--- src/rtl/if_stage_oq_pkg.sv ---
// Shared definitions for the multi-outstanding fetch stage: bus widths,
// exception code and the layout of one fetched entry.
package if_stage_oq_pkg;
  localparam int          FS_TO_DS_BUS_WD  = 65;
  localparam logic [4:0]  EXC_ADEL         = 5'h04;
  localparam logic [31:0] RESET_PC_DEFAULT = 32'hbfc00000;

  typedef struct packed {
    logic        adel;
    logic [31:0] inst;
    logic [31:0] pc;
  } fs_entry_t;
endpackage

--- src/rtl/if_stage_oq_fetch_fifo.sv ---
// In-order fetch queue; clear wins over push/pop, push+pop in one cycle is legal.
module if_stage_oq_fetch_fifo
  import if_stage_oq_pkg::*;
#(
  parameter int DEPTH = 4
) (
  input  logic                   clk,
  input  logic                   reset,
  input  logic                   push,
  input  logic                   pop,
  input  logic                   clear,
  input  fs_entry_t              din,
  output logic [$clog2(DEPTH):0] count,
  output fs_entry_t              head
);
  localparam int AW = $clog2(DEPTH);
  localparam logic [AW:0] FULL = (AW+1)'(DEPTH);

  fs_entry_t [DEPTH-1:0] mem_q, mem_d;
  logic [AW-1:0] rd_ptr_q, rd_ptr_d, wr_ptr_q, wr_ptr_d;
  logic [AW:0]   count_q, count_d;
  logic          do_push, do_pop;

  always_comb begin
    do_pop   = pop & (count_q != '0);
    do_push  = push & ((count_q != FULL) | do_pop);
    mem_d    = mem_q;
    rd_ptr_d = rd_ptr_q;
    wr_ptr_d = wr_ptr_q;
    if (do_push) begin
      mem_d[wr_ptr_q] = din;
      wr_ptr_d        = wr_ptr_q + 1'b1;
    end
    if (do_pop) rd_ptr_d = rd_ptr_q + 1'b1;
    count_d = count_q + (AW+1)'(do_push) - (AW+1)'(do_pop);
    if (clear) begin
      rd_ptr_d = '0;
      wr_ptr_d = '0;
      count_d  = '0;
    end
  end

  always_ff @(posedge clk) begin
    if (reset) begin
      rd_ptr_q <= '0;
      wr_ptr_q <= '0;
      count_q  <= '0;
    end else begin
      rd_ptr_q <= rd_ptr_d;
      wr_ptr_q <= wr_ptr_d;
      count_q  <= count_d;
    end
  end

  always_ff @(posedge clk) mem_q <= mem_d;

  assign count = count_q;
  assign head  = mem_q[rd_ptr_q];
endmodule

--- src/rtl/if_stage_oq.sv ---
// IF stage with up to MAX_OUTST in-flight fetches, credit-based issue into a
// DEPTH-entry queue, and redirect with cancellation of stale responses.
module if_stage_oq
  import if_stage_oq_pkg::*;
#(
  parameter int          DEPTH     = 4,
  parameter int          MAX_OUTST = 2,
  parameter logic [31:0] RESET_PC  = RESET_PC_DEFAULT
) (
  input  logic                       clk,
  input  logic                       reset,
  input  logic                       ds_allowin,
  input  logic                       redirect_valid,
  input  logic [31:0]                redirect_pc,
  output logic                       fs_to_ds_valid,
  output logic [FS_TO_DS_BUS_WD-1:0] fs_to_ds_bus,
  output logic                       inst_sram_req,
  output logic                       inst_sram_wr,
  output logic [1:0]                 inst_sram_size,
  output logic [3:0]                 inst_sram_wen,
  output logic [31:0]                inst_sram_addr,
  output logic [31:0]                inst_sram_wdata,
  input  logic                       inst_sram_addr_ok,
  input  logic                       inst_sram_data_ok,
  input  logic [31:0]                inst_sram_rdata
);
  localparam int OW = $clog2(MAX_OUTST + 1);
  localparam int CW = $clog2(DEPTH) + 1;

  logic [31:0]   fetch_pc_q, fetch_pc_d, resp_pc_q, resp_pc_d;
  logic [OW-1:0] outst_q, outst_d, cancel_q, cancel_d;
  logic          stop_q, stop_d;
  logic [CW-1:0] count;
  fs_entry_t     head, push_data;
  logic          push, pop, clear, accept, resp_ok;
  int            live;

  always_comb begin
    live    = int'(outst_q) - int'(cancel_q);
    // Credit: every live request already owns a queue slot, so pushes never overflow.
    inst_sram_req = ~reset & ~redirect_valid & ~stop_q & (fetch_pc_q[1:0] == 2'b00)
                  & (int'(outst_q) < MAX_OUTST) & ((int'(count) + live) < DEPTH);
    accept  = inst_sram_req & inst_sram_addr_ok;
    resp_ok = inst_sram_data_ok & (outst_q != '0);
    fs_to_ds_valid = ~reset & (count != '0);
    pop     = fs_to_ds_valid & ds_allowin & ~redirect_valid;
    clear   = reset | redirect_valid;

    fetch_pc_d = accept ? fetch_pc_q + 32'd4 : fetch_pc_q;
    resp_pc_d  = resp_pc_q;
    outst_d    = outst_q + OW'(accept) - OW'(resp_ok);
    cancel_d   = cancel_q;
    stop_d     = stop_q;
    push       = 1'b0;
    push_data  = '0;

    if (resp_ok) begin
      if (cancel_q != '0) begin
        cancel_d = cancel_q - 1'b1;
      end else begin
        push      = 1'b1;
        push_data = '{adel: 1'b0, inst: inst_sram_rdata, pc: resp_pc_q};
        resp_pc_d = resp_pc_q + 32'd4;
      end
    end

    // Misaligned target: emit one ADEL marker once nothing live is ahead of it.
    if (fetch_pc_q[1:0] != 2'b00 && !stop_q && live == 0 && int'(count) < DEPTH) begin
      push      = 1'b1;
      push_data = '{adel: 1'b1, inst: 32'h0, pc: fetch_pc_q};
      stop_d    = 1'b1;
    end

    if (redirect_valid) begin
      fetch_pc_d = redirect_pc;
      resp_pc_d  = redirect_pc;
      stop_d     = 1'b0;
      cancel_d   = outst_q - OW'(resp_ok);
      push       = 1'b0;
    end
  end

  always_ff @(posedge clk) begin
    if (reset) begin
      fetch_pc_q <= RESET_PC;
      resp_pc_q  <= RESET_PC;
      outst_q    <= '0;
      cancel_q   <= '0;
      stop_q     <= 1'b0;
    end else begin
      fetch_pc_q <= fetch_pc_d;
      resp_pc_q  <= resp_pc_d;
      outst_q    <= outst_d;
      cancel_q   <= cancel_d;
      stop_q     <= stop_d;
    end
  end

  if_stage_oq_fetch_fifo #(.DEPTH(DEPTH)) u_fifo (
    .clk   (clk),
    .reset (reset),
    .push  (push),
    .pop   (pop),
    .clear (clear),
    .din   (push_data),
    .count (count),
    .head  (head)
  );

  assign fs_to_ds_bus    = head;
  assign inst_sram_addr  = fetch_pc_q;
  assign inst_sram_wr    = 1'b0;
  assign inst_sram_size  = 2'b10;
  assign inst_sram_wen   = 4'h0;
  assign inst_sram_wdata = 32'h0;
endmodule

--- config.mk ---
export PLATFORM = sky130hd
export DESIGN_NAME = if_stage_oq
export DESIGN_NICKNAME = d
export VERILOG_FILES = /design/src/rtl/if_stage_oq_pkg.sv /design/src/rtl/if_stage_oq_fetch_fifo.sv /design/src/rtl/if_stage_oq.sv
export SDC_FILE = /design/constraint.sdc
export NUM_CORES = 1
export LEC_CHECK = 0
export ABC_AREA = 0
export CAP_MARGIN = 20
export CORE_ASPECT_RATIO = 0.8
export CORE_MARGIN = 2
export CORE_UTILIZATION = 57
export CTS_CLUSTER_SIZE = 28
export DETAILED_ROUTE_END_ITERATION = 6
export DONT_BUFFER_PORTS = 1
export PLACE_DENSITY_LB_ADDON = 0.12
export RECOVER_POWER = 50
export SYNTH_ARGS = -nofsm -noshare
export SYNTH_HDL_FRONTEND = slang
export SYNTH_HIERARCHICAL = 1
export SYNTH_SLANG_ARGS = --single-unit
--- constraint.sdc ---
create_clock -name clk -period 3.7 [get_ports clk]
set_clock_uncertainty 0.1 [all_clocks]
set_input_delay 0.925 -clock clk [delete_from_list [all_inputs] [get_ports clk]]
set_output_delay 0.925 -clock clk [all_outputs]
set_load 0.01 [all_outputs]
# --- Word-level counts from Yosys, hierarchy flattened ---
# Cells that the tools add are included.
totals:
  wordCells: 95
  ff_bits: 336
op_classes:
  order_cmp: 6
  n_reduce_logical: 18
  n_eq_ne: 2
  n_mux: 20
  n_bitwise: 17
  addsub: 12
op_table:
  columns: ["operator", "n"]
  rows:
  - ["$bwmux 260", 1]
  - ["$mux 65", 3]
  - ["$mux 32", 5]
  - ["$bmux 65 s2", 1]
  - ["$demux 65 s2", 1]
  - ["$mux 64", 2]
  - ["$add 32x3->32 const B", 2]
  - ["$logic_not 32->1", 1]
  - ["$and 1x1->1", 12]
  - ["$reduce_bool 2->1", 6]
  - ["$lt 2x3->1 const B", 2]
  - ["$mux 2", 3]
  - ["$add 4x3->5", 1]
  - ["$lt 5x4->1 const B", 1]
  - ["$add 2x1->2 const B", 2]
  - ["$logic_and 1x1->1", 4]
  - ["$mux 1", 4]
  - ["$reduce_and 2->1", 2]
  - ["$reduce_or 2->1", 2]
  - ["$sub 2x1->2", 2]
  - ["$add 3x1->3", 1]
  - ["$lt 3x3->1 const B", 1]
  - ["$ne 3x3->1 const B", 1]
  - ["$not 1->1", 3]
  - ["11 further kinds", 12]

# --- Logic depth before layout (Yosys ltp) ---
# Gate-level depths: netlist of the first run.
depth:
  depth_word: 9
  mapped_depth: 19
  ltp_nobuf: 18

# --- By module ---
# The synthesis of the first run kept the hierarchy.
by_module_without_submodules:
  columns: ["mod", "area_each_um2", "cells_each", "n_inst"]
  rows:
  - ["if_stage_oq_fetch_fifo", 9800.6, 384, 1]
  - ["if_stage_oq", 4843.4, 568, 1]

# --- Worst setup path after synthesis of the first run ---
# Ideal clock, no wire load.
synth_path:
  path_kind: "register to register"
  startpoint: "register outst_q[0]"
  endpoint: "register u_fifo.count_q[2] (netlist: u_fifo/count[2])"
  n_path_buf: 1
  t_arrival_ns: 3.509
  setup_ns: 0.136
  path_stages_with_launch: 20
  t_required_ns: 3.464
  slack_ns: -0.046
  cell_sequence: "dfxtp_1 inv_1 ha_1 inv_1 fa_1 nor2_1 o21ai_0 nor3_1 clkbuf_1 nor2_1 nor2_1 and2_4 inv_1 ha_1 inv_1 ha_1 fa_1 xnor2_1 xnor2_1 nor3_1"
synth_between:
  elab_chain_len: 9
  elab_cells_between_ends: 12
  cone_classes: "3 x add/sub; 3 x mux; 2 x bitwise; 4 x reduce/logical"
synth_rtl:
  columns: ["item", "line_no", "source"]
  rows:
  - ["from (decl)", "if_stage_oq.sv:31", "logic [OW-1:0] outst_q, outst_d, cancel_q, cancel_d;"]
  - ["from (signal assigned)", "if_stage_oq.sv:93", "outst_q <= outst_d;"]
  - ["$sub 2x2->3", "if_stage_oq.sv:39", "live = int'(outst_q) - int'(cancel_q);"]
  - ["$logic_not 32->1", "if_stage_oq.sv:68", "if (fetch_pc_q[1:0] != 2'b00 && !stop_q && live == 0 && int'(count) < DEPTH) begin"]
  - ["$logic_and 1x1->1 (2 in a row)", "if_stage_oq.sv:68", null]
  - ["$mux 1 *", "if_stage_oq.sv:68", null]
  - ["$mux 1 *", "if_stage_oq.sv:74", "if (redirect_valid) begin"]
  - ["via push", "if_stage_oq.sv:35", "logic push, pop, clear, accept, resp_ok;"]
  - ["$and 1x1->1 *", "if_stage_oq_fetch_fifo.sv:26", "do_push = push & ((count_q != FULL) | do_pop);"]
  - ["$add 3x1->3 *", "if_stage_oq_fetch_fifo.sv:35", "count_d = count_q + (AW+1)'(do_push) - (AW+1)'(do_pop);"]
  - ["$sub 3x1->3 *", "if_stage_oq_fetch_fifo.sv:35", null]
  - ["to (signal assigned)", "if_stage_oq_fetch_fifo.sv:51", "count_q <= count_d;"]
  - ["to (decl)", "if_stage_oq_fetch_fifo.sv:21", "logic [AW:0] count_q, count_d;"]
# The timed path passes the listed nets; every way through them passes the cells marked *.
# A chain may end at the register's enable or synchronous reset.

# --- Worst setup path in the final report of the first run ---
layout_path:
  startpoint: "register outst_q[0]"
  endpoint: "output inst_sram_req"
layout_between:
  elab_chain_len: 4
  elab_cells_between_ends: 6
  cone_classes: "2 x add/sub; 2 x order compare; 2 x bitwise"
layout_rtl:
  columns: ["item", "line_no", "source"]
  rows:
  - ["$sub 2x2->3", "if_stage_oq.sv:39", null]
  - ["$add 4x3->5", "if_stage_oq.sv:42", "& (int'(outst_q) < MAX_OUTST) & ((int'(count) + live) < DEPTH);"]
  - ["$lt 5x4->1", "if_stage_oq.sv:42", null]
  - ["$and 1x1->1 *", "if_stage_oq.sv:42", null]
  - ["to (decl)", "if_stage_oq.sv:17", "output logic inst_sram_req,"]
# Mark *: on every way between the ends. The rest lies on a longest branch, timed or not.

==> results.md, run 1 <==
Outcome
- **result of the run** finished, violations left
- **violations in the final reports** max-capacitance violations, max-slew violations

Setup path
- **Worst Setup SP** outst_q[0]
- **Data required, critical path** 2.67 ns
- **worst-path maximum fanout** 6
- **endpoint type of the worst setup path** output port
- **FF-to-FF path depth** 18
- **crit path DAT** 2.51 ns
- **R2R Path Start** outst_q[0]
- **CP Class** reg -> out
- **worst reg2reg setup slack** 0.29 ns
- **worst r2r dst** u_fifo/count[2]
- **nature of the critical path startpoint** flip-flop

Finish
- **fin nets** 1043
- **growth of design area from synthesis to finish** 8.596%
- **area occupied by registers** 9338 um^2
- **footprint of the multi-input gates** 4740 um^2
- **filler instances** 1876
- **diodes inserted** 0
- **proportion of layout cells with a drive suffix above 1** 16.50%

Synth
- **count of unique library cells instantiated by Yosys** 61
- **area of the mapped netlist** 14640 um^2
- **ranking of synthesized cells by instance count** sky130_fd_sc_hd__edfxtp_1 (260), sky130_fd_sc_hd__dfxtp_1 (76), sky130_fd_sc_hd__mux4_2 (65)
- **synthesized-area fraction occupied by ao, oa, aoi and oai cells** 6.716%
- **cells taking the most area after synthesis** sky130_fd_sc_hd__edfxtp_1 (53%), sky130_fd_sc_hd__dfxtp_1 (10%), sky130_fd_sc_hd__mux4_2 (10%)
- **Top FF cell, synth** sky130_fd_sc_hd__edfxtp_1
- **synthesized-area fraction occupied by adder cells** 1.546%
- **mean area per synthesized cell** 15.38 um^2
- **share of the synthesized netlist area taken by xor and xnor gates** 3.170%
- **number of synthesized flops with an enable pin** 260
- **combinational family with the most area after synthesis** multiplexers
- **Yosys top cell by area** sky130_fd_sc_hd__edfxtp_1
- **share of synthesized area spent on multiplexers** 10.27%
- **most repeated cell in the gate-level netlist after synthesis** sky130_fd_sc_hd__edfxtp_1
- **post-synthesis share of cell area spent on and, or, nand and nor gates** 10.15%
- **fraction of registers with async set/reset** 0%
- **Warnings, synthesis** 6
- **area share of the leading cell type in the synthesized netlist** 53.32%
- **share of the yosys chip area belonging to registers** 63.70%
- **cells after synthesis** 952
- **post-synthesis sequential element count** 336

Route
- **Detailed Route Iter0 Violations** 620
- **DRC violation count after routing** 0
- **via count normalized by instance count** 6.258
- **number of search-and-repair iterations in the first detailed-routing pass** 5
- **post-route antenna net violation count** 0
- **total via count after detailed routing** 8173
- **wire length reported by the detailed router** 31460 um
- **routed wire length per instance** 24.09 um

Power
- **power density cells** 567.5 nW/um^2
- **peak ir drop on the vdd network** 0.3135 mV
- **combinational cell fraction of total power** 12.1%
- **Leak Pwr** 5.203 nW
- **cell internal power dissipation** 0.006840 W
- **Reg power frac** 50.5%
- **total power of the final layout** 0.009025 W
- **proportion of power drawn by the clock network** 37.4%
- **NetSw** 0.002185 W
- **Switching Fraction** 24.21%

CTS
- **cell at the root of the clock tree** sky130_fd_sc_hd__clkbuf_16
- **Clock Sinks** 336
- **number of buffers inserted during clock tree synthesis** 34
- **maximum level of the CTS H-tree** 2
- **Skew-Pair Late Insertion Delay** 0.50 ns
- **maximum root-to-sink buffer count** 3
- **hold-fix buffers at CTS** 0
- **clock tree from TritonCTS** built
- **clock transition at the registers of the reported paths** 0.06 ns

Global routing
- **initial antenna violation count** 0
- **overall routing resource usage** 23.56%
- **via count of the first global-routing pass** 8444
- **pin count of the biggest net entering global routing** 42
- **leftover overflow at the end of global routing** 0
- **first-pass GRT wire length** 48440 um

Timing
- **final critical-path share of the clock period** 95.67%
- **worst-margin pin slew** 1.639 ns
- **Max transition margin** -9.256%
- **Final Slew Violations** 40
- **setup repair after global routing missed its margin** no
- **Setup Viol. Count Final** 0
- **Sum Neg Setup Slack** 0 ns
- **min cycle time layout** 3.540 ns
- **Highest Clock Rate** 282.5 MHz
- **final count of hold timing violations** 0

Floorplanning
- **die boundary width** 183.2 um
- **floorplan row count** 52
- **die footprint** 27000 um^2
- **die boundary height** 147.4 um
- **CORE AREA** 25240 um^2
- **top-level port count** 208
- **Starting Density** 58.01%

Flow run
- **Max Cap Viol** 1

Min path
- **worst min-delay path endpoint** resp_pc_q[1]
- **Hold/Removal Path Class** reg -> reg
- **instance count along the most critical hold path** 2
- **launch instance of the worst min-delay path** resp_pc_q[1]

Placed design
- **final RePlAce weighted congestion** 0.8442
- **Post-DP HPWL** 21180 um
- **Port Buffers** 0

==> cell type report <==
class	instances	share of cell area [%]
clock buffers	47	6.058
clock inverters	14	0.8812
inverters	17	0.4013
multi-input cells	543	29.80
flip-flops and latches	336	58.72
well taps	324	2.549
repair buffers	25	1.589
==> logic make-up (layout without fill, tap and decap cells) <==
family	Yosys count	count (layout)
AO/OA/AOI/OAI	130	130
XOR/XNOR	53	53
buffers and inverters	110	103
other	2	39
multiplexers	69	69
flip-flops	336	336
adder cells (fa/ha/maj)	17	17
AND/OR/NAND/NOR	235	235
==> per-layer routing <==
layer  global-route usage (%)  share of wire [%]  vias to the layer above
met3                    6.891                8.6                       54
met4                    6.560                2.2                        0
met1                    32.64                 42                     4163
met5                        0                  0                        -
li1                         -                  -                     3634
met2                    36.80                 47                      322
==> worst max-delay path: stages, from the launching register on <==
cell and delay (ns):
sky130_fd_sc_hd__dfxtp_4 0.36, sky130_fd_sc_hd__inv_1 0.06, sky130_fd_sc_hd__ha_1 0.19, sky130_fd_sc_hd__inv_1 0.07
sky130_fd_sc_hd__fa_1 0.44, sky130_fd_sc_hd__ha_1 0.21, sky130_fd_sc_hd__maj3_2 0.30, sky130_fd_sc_hd__nand3b_4 0.22
sky130_fd_sc_hd__nor2_4 0.17
==> worst max path at each step <==
stage	endpoint
5_1_grt	u_fifo/count[2]
3_3_place_gp	u_fifo/count[2]
2_1_floorplan	u_fifo/count[2]
4_1_cts	inst_sram_req
3_5_place_dp	u_fifo/count[2]
6_report	inst_sram_req
==> cells in the final DEF (no fill, tap or decap), types with 12 or more instances in the layout <==
master and n:
sky130_fd_sc_hd__a21boi_0 26, sky130_fd_sc_hd__a21oi_1 17, sky130_fd_sc_hd__a22o_1 29, sky130_fd_sc_hd__and2_1 26
sky130_fd_sc_hd__and4_1 17, sky130_fd_sc_hd__clkbuf_1 14, sky130_fd_sc_hd__clkbuf_16 37, sky130_fd_sc_hd__conb_1 39
sky130_fd_sc_hd__dfxtp_1 73, sky130_fd_sc_hd__edfxtp_1 260, sky130_fd_sc_hd__ha_1 13, sky130_fd_sc_hd__inv_1 17
sky130_fd_sc_hd__mux4_2 65, sky130_fd_sc_hd__nand2_1 44, sky130_fd_sc_hd__nand4_1 21, sky130_fd_sc_hd__nor2_1 26
sky130_fd_sc_hd__nor3_1 31, sky130_fd_sc_hd__nor4_1 12, sky130_fd_sc_hd__o21a_1 21, sky130_fd_sc_hd__xnor2_1 31
sky130_fd_sc_hd__xor2_1 21
==> sequential cells by signal, summed over array words and instances (netlist names), 2 cells and up <==
signal / flops
inst_sram_addr: 32
u_fifo/count: 3
u_fifo/rd_ptr_q: 2
u_fifo/mem_q: 260
cancel_q: 2
u_fifo/wr_ptr_q: 2
resp_pc_q: 32
outst_q: 2
==> power by group through the flow <==
stage	combinational [W]	sequential, W	clock [W]
2_1_floorplan	0.000852	0.00459	0
3_3_place_gp	0.00105	0.00462	0
3_5_place_dp	0.00111	0.00464	0
4_1_cts	0.00111	0.00456	0.00345
5_1_grt	0.00120	0.00458	0.00359
6_report	0.00109	0.00456	0.00337
==> what timing repair did <==
action / CTS / global route
setup endpoints to repair: 1 / 2
endpoints found under the hold margin: 0 / 0
gates resized for setup: 3 / 6
pin swaps: 0 / 11
setup buffers: 0 / 2
==> stage by stage <==
stage / area (um^2) / cells / hold WS, ns / utilization, % / worst slack [ns]
2_1_floorplan: 14780 / 989 / 0.3360 / - / 0.03690
3_3_place_gp: 14940 / 1243 / 0.3492 / 59.19 / 0.3346
3_5_place_dp: 14940 / 1243 / 0.3575 / 59.19 / 0.2012
4_1_cts: 16050 / 1304 / 0.3654 / 63.60 / 0.07113
5_1_grt: 15900 / 1306 / 0.3772 / 63.00 / 0.01467
6_report: 15900 / 1306 / 0.3650 / 63.00 / 0.1602
Power figures use the tool's default switching activity.
==> run 2: changes to the inputs <==
--- a/config.mk
+++ b/config.mk
@@ -9,7 +9,7 @@
 export CAP_MARGIN = 20
 export CORE_ASPECT_RATIO = 0.8
 export CORE_MARGIN = 2
-export CORE_UTILIZATION = 57
+export CORE_UTILIZATION = 28
 export CTS_CLUSTER_SIZE = 28
 export DETAILED_ROUTE_END_ITERATION = 6
 export DONT_BUFFER_PORTS = 1
==> run 2 against run 1 <==
The flow still finishes with violations (max-capacitance violations, max-slew violations). Design area grew 4.2%. Worst setup slack better by 0.0010 ns. Combinational power increased by 6%. Final cell count is 29% higher. Sequential power is essentially flat. Flip-flop and latch count is the same. Clock power grew 8.6%. Critical endpoint unchanged.
==> results.md, run 2 (synthesis results as in run 1) <==
Global routing
- **first-pass GRT wire length** 57150 um, +18%
- **leftover overflow at the end of global routing** 0, unchanged
- **overall routing resource usage** 14.32%, -9.2 points
- **pin count of the biggest net entering global routing** 66, +57%
- **initial antenna violation count** 4, +4
- **via count of the first global-routing pass** 8199, -2.9%

Setup path
- **worst-path maximum fanout** 5, -1
- **endpoint type of the worst setup path** output port
- **worst reg2reg setup slack** 0.31 ns, +0.02 ns
- **CP Class** reg -> out
- **Crit path max-delay family** adder cells
- **FF-to-FF path depth** 12, -6
- **worst r2r dst** u_fifo/mem_q[49]
- **crit path buf inv count** 2, unchanged
- **Slowest-stage cell, CP** sky130_fd_sc_hd__fa_1
- **R2R Path Start** outst_q[0]
- **Worst Setup SP** outst_q[0]
- **nature of the critical path startpoint** flip-flop
- **stage delay of the slowest cell on the critical path** 0.43 ns, about the same
- **Data required, critical path** 2.67 ns, about the same
- **critical path cell sequence** inv_1 > ha_1 > inv_1 > fa_1 > ha_1 > maj3_2 > nand3b_4 > nor2_4
- **crit path DAT** 2.51 ns, about the same

Floorplanning
- **top-level port count** 208, unchanged
- **die boundary width** 259.7 um, +42%
- **CORE AREA** 51390 um^2, +100%
- **die footprint** 54160 um^2, +100%
- **floorplan row count** 74, +42%
- **Starting Density** 28.50%, -30 points
- **die boundary height** 208.6 um, +42%

CTS
- **clock transition at the registers of the reported paths** 0.06 ns, about the same
- **maximum level of the CTS H-tree** 2, unchanged
- **hold-fix buffers at CTS** 0, unchanged
- **maximum root-to-sink buffer count** 3, unchanged
- **Skew-Pair Late Insertion Delay** 0.55 ns, +0.05 ns
- **clock tree from TritonCTS** built
- **Clock Sinks** 336, unchanged
- **cell at the root of the clock tree** sky130_fd_sc_hd__clkbuf_16
- **number of buffers inserted during clock tree synthesis** 39, +15%

Timing
- **final count of hold timing violations** 0, unchanged
- **Sum Neg Setup Slack** 0 ns, unchanged
- **min cycle time layout** 3.539 ns, -0.001022 ns
- **setup repair after global routing missed its margin** no
- **final critical-path share of the clock period** 95.64%, about the same
- **Final Slew Violations** 44, +10%
- **Setup Viol. Count Final** 0, unchanged
- **Highest Clock Rate** 282.6 MHz, about the same
- **worst-margin pin slew** 1.976 ns, +0.3371 ns
- **Max transition margin** -31.73%, -22 points

Finish
- **number of flip-flops under the largest register name** 260, unchanged
- **most frequent standard cell in the layout excluding fill and tap cells** sky130_fd_sc_hd__edfxtp_1
- **growth of design area from synthesis to finish** 13.18%
- **proportion of layout cells with a drive suffix above 1** 17.80%, +1.3 points
- **filler instances** 5038, +170%
- **register ranked first by flip-flop count** u_fifo/mem_q
- **post-route cell area** 16570 um^2, +4.2%
- **area occupied by registers** 9334 um^2, about the same
- **fin nets** 1060, +1.6%
- **most frequent cells in the layout** sky130_fd_sc_hd__edfxtp_1 (260), sky130_fd_sc_hd__dfxtp_1 (74), sky130_fd_sc_hd__mux4_2 (65), sky130_fd_sc_hd__nand2_1 (44)
- **footprint of the multi-input gates** 4808 um^2, +1.5%

Route
- **via count normalized by instance count** 4.741, -24%
- **post-route antenna net violation count** 0, unchanged
- **number of search-and-repair iterations in the first detailed-routing pass** 4, -1
- **length of routed wiring on met1** 17530 um, +33%
- **DRC violation count after routing** 0, unchanged
- **total length of routed met2 wires** 17550 um, +18%
- **Detailed Route Iter0 Violations** 411, -34%
- **routed wire length per instance** 23.04 um, -4.4%
- **routed length on met3** 3100 um, +14%
- **max layer used** met5
- **total via count after detailed routing** 7994, -2.2%
- **wire length reported by the detailed router** 38840 um, +23%

Min path
- **worst min-delay path endpoint** resp_pc_q[1]
- **instance count along the most critical hold path** 2, unchanged
- **launch instance of the worst min-delay path** resp_pc_q[1]
- **Hold/Removal Path Class** reg -> reg

Power
- **peak ir drop on the vdd network** 0.2768 mV, -12%
- **total power of the final layout** 0.009369 W, +3.8%
- **Reg power frac** 48.5%, -2.0 points
- **power density cells** 565.3 nW/um^2, -0.38%
- **combinational cell fraction of total power** 12.4%, +0.3 points
- **proportion of power drawn by the clock network** 39.1%, +1.7 points
- **cell internal power dissipation** 0.006954 W, +1.7%
- **Leak Pwr** 5.285 nW, +1.6%
- **NetSw** 0.002415 W, +11%
- **Switching Fraction** 25.78%, +1.6 points

Flow run
- **Max Cap Viol** 1, unchanged

Outcome
- **result of the run** finished, violations left
- **violations in the final reports** max-capacitance violations, max-slew violations

Placed design
- **placed standard-cell area** 15440 um^2, +3.4%
- **Port Buffers** 0, unchanged
- **final RePlAce weighted congestion** 0.7296, -14%
- **Post-DP HPWL** 25610 um, +21%

-- run 2: power by group through the flow --
stage          Combinational (W)  Clock (W)  Sequential, W
3_3_place_gp             0.00122          0        0.00462
5_1_grt                  0.00130    0.00394        0.00457
3_5_place_dp             0.00123          0        0.00463
2_1_floorplan           0.000852          0        0.00459
6_report                 0.00116    0.00366        0.00455
4_1_cts                  0.00123    0.00380        0.00455
-- run 2: metal layers --
layer / vias to the layer above / track usage, %
met2: 190 / 21.78
met1: 4080 / 19.49
met5: - / 0
met3: 52 / 5.019
met4: 4 / 3.468
li1: 3668 / -
-- run 2: worst max-delay path by stage --
stage	endpoint	cells after the start
finish	inst_sram_req	8
global route	inst_sram_req	8
CTS	inst_sram_req	8
detailed placement	u_fifo/count[2]	18
global placement	u_fifo/count[2]	18
floorplan	u_fifo/count[2]	15
-- run 2: through the flow --
stage               util, %  std cells  hold WS (ns)  setup WS (ns)
floorplan                 -        989        0.3360        0.03690
global placement      30.06       1610        0.3504         0.4077
detailed placement    30.06       1610        0.3500         0.3963
CTS                   32.39       1677        0.3133        0.01186
global route          32.24       1684        0.3236       0.007033
finish                32.25       1686        0.3547         0.1612
-- run 2: cell type report --
type	instances	area share, %
Tap cell	684	5.164
Clock inverter	19	1.095
Timing Repair Buffer	37	1.902
Multi-Input combinational cell	543	29.01
Antenna cell	2	0.03020
Sequential cell	336	56.32
Clock buffer	48	6.092
Inverter	17	0.3850
-- run 2: worst min-delay path: stages, from the launching register on --
cell and delay, ns:
sky130_fd_sc_hd__dfxtp_1 0.31, sky130_fd_sc_hd__nand2_1 0.05, sky130_fd_sc_hd__a21oi_1 0.05
-- run 2: timing repair --
action,in CTS,in global routing
gates resized for setup,2,0
pin swaps,1,1
endpoints found under the setup margin,1,1
buffers inserted,0,7
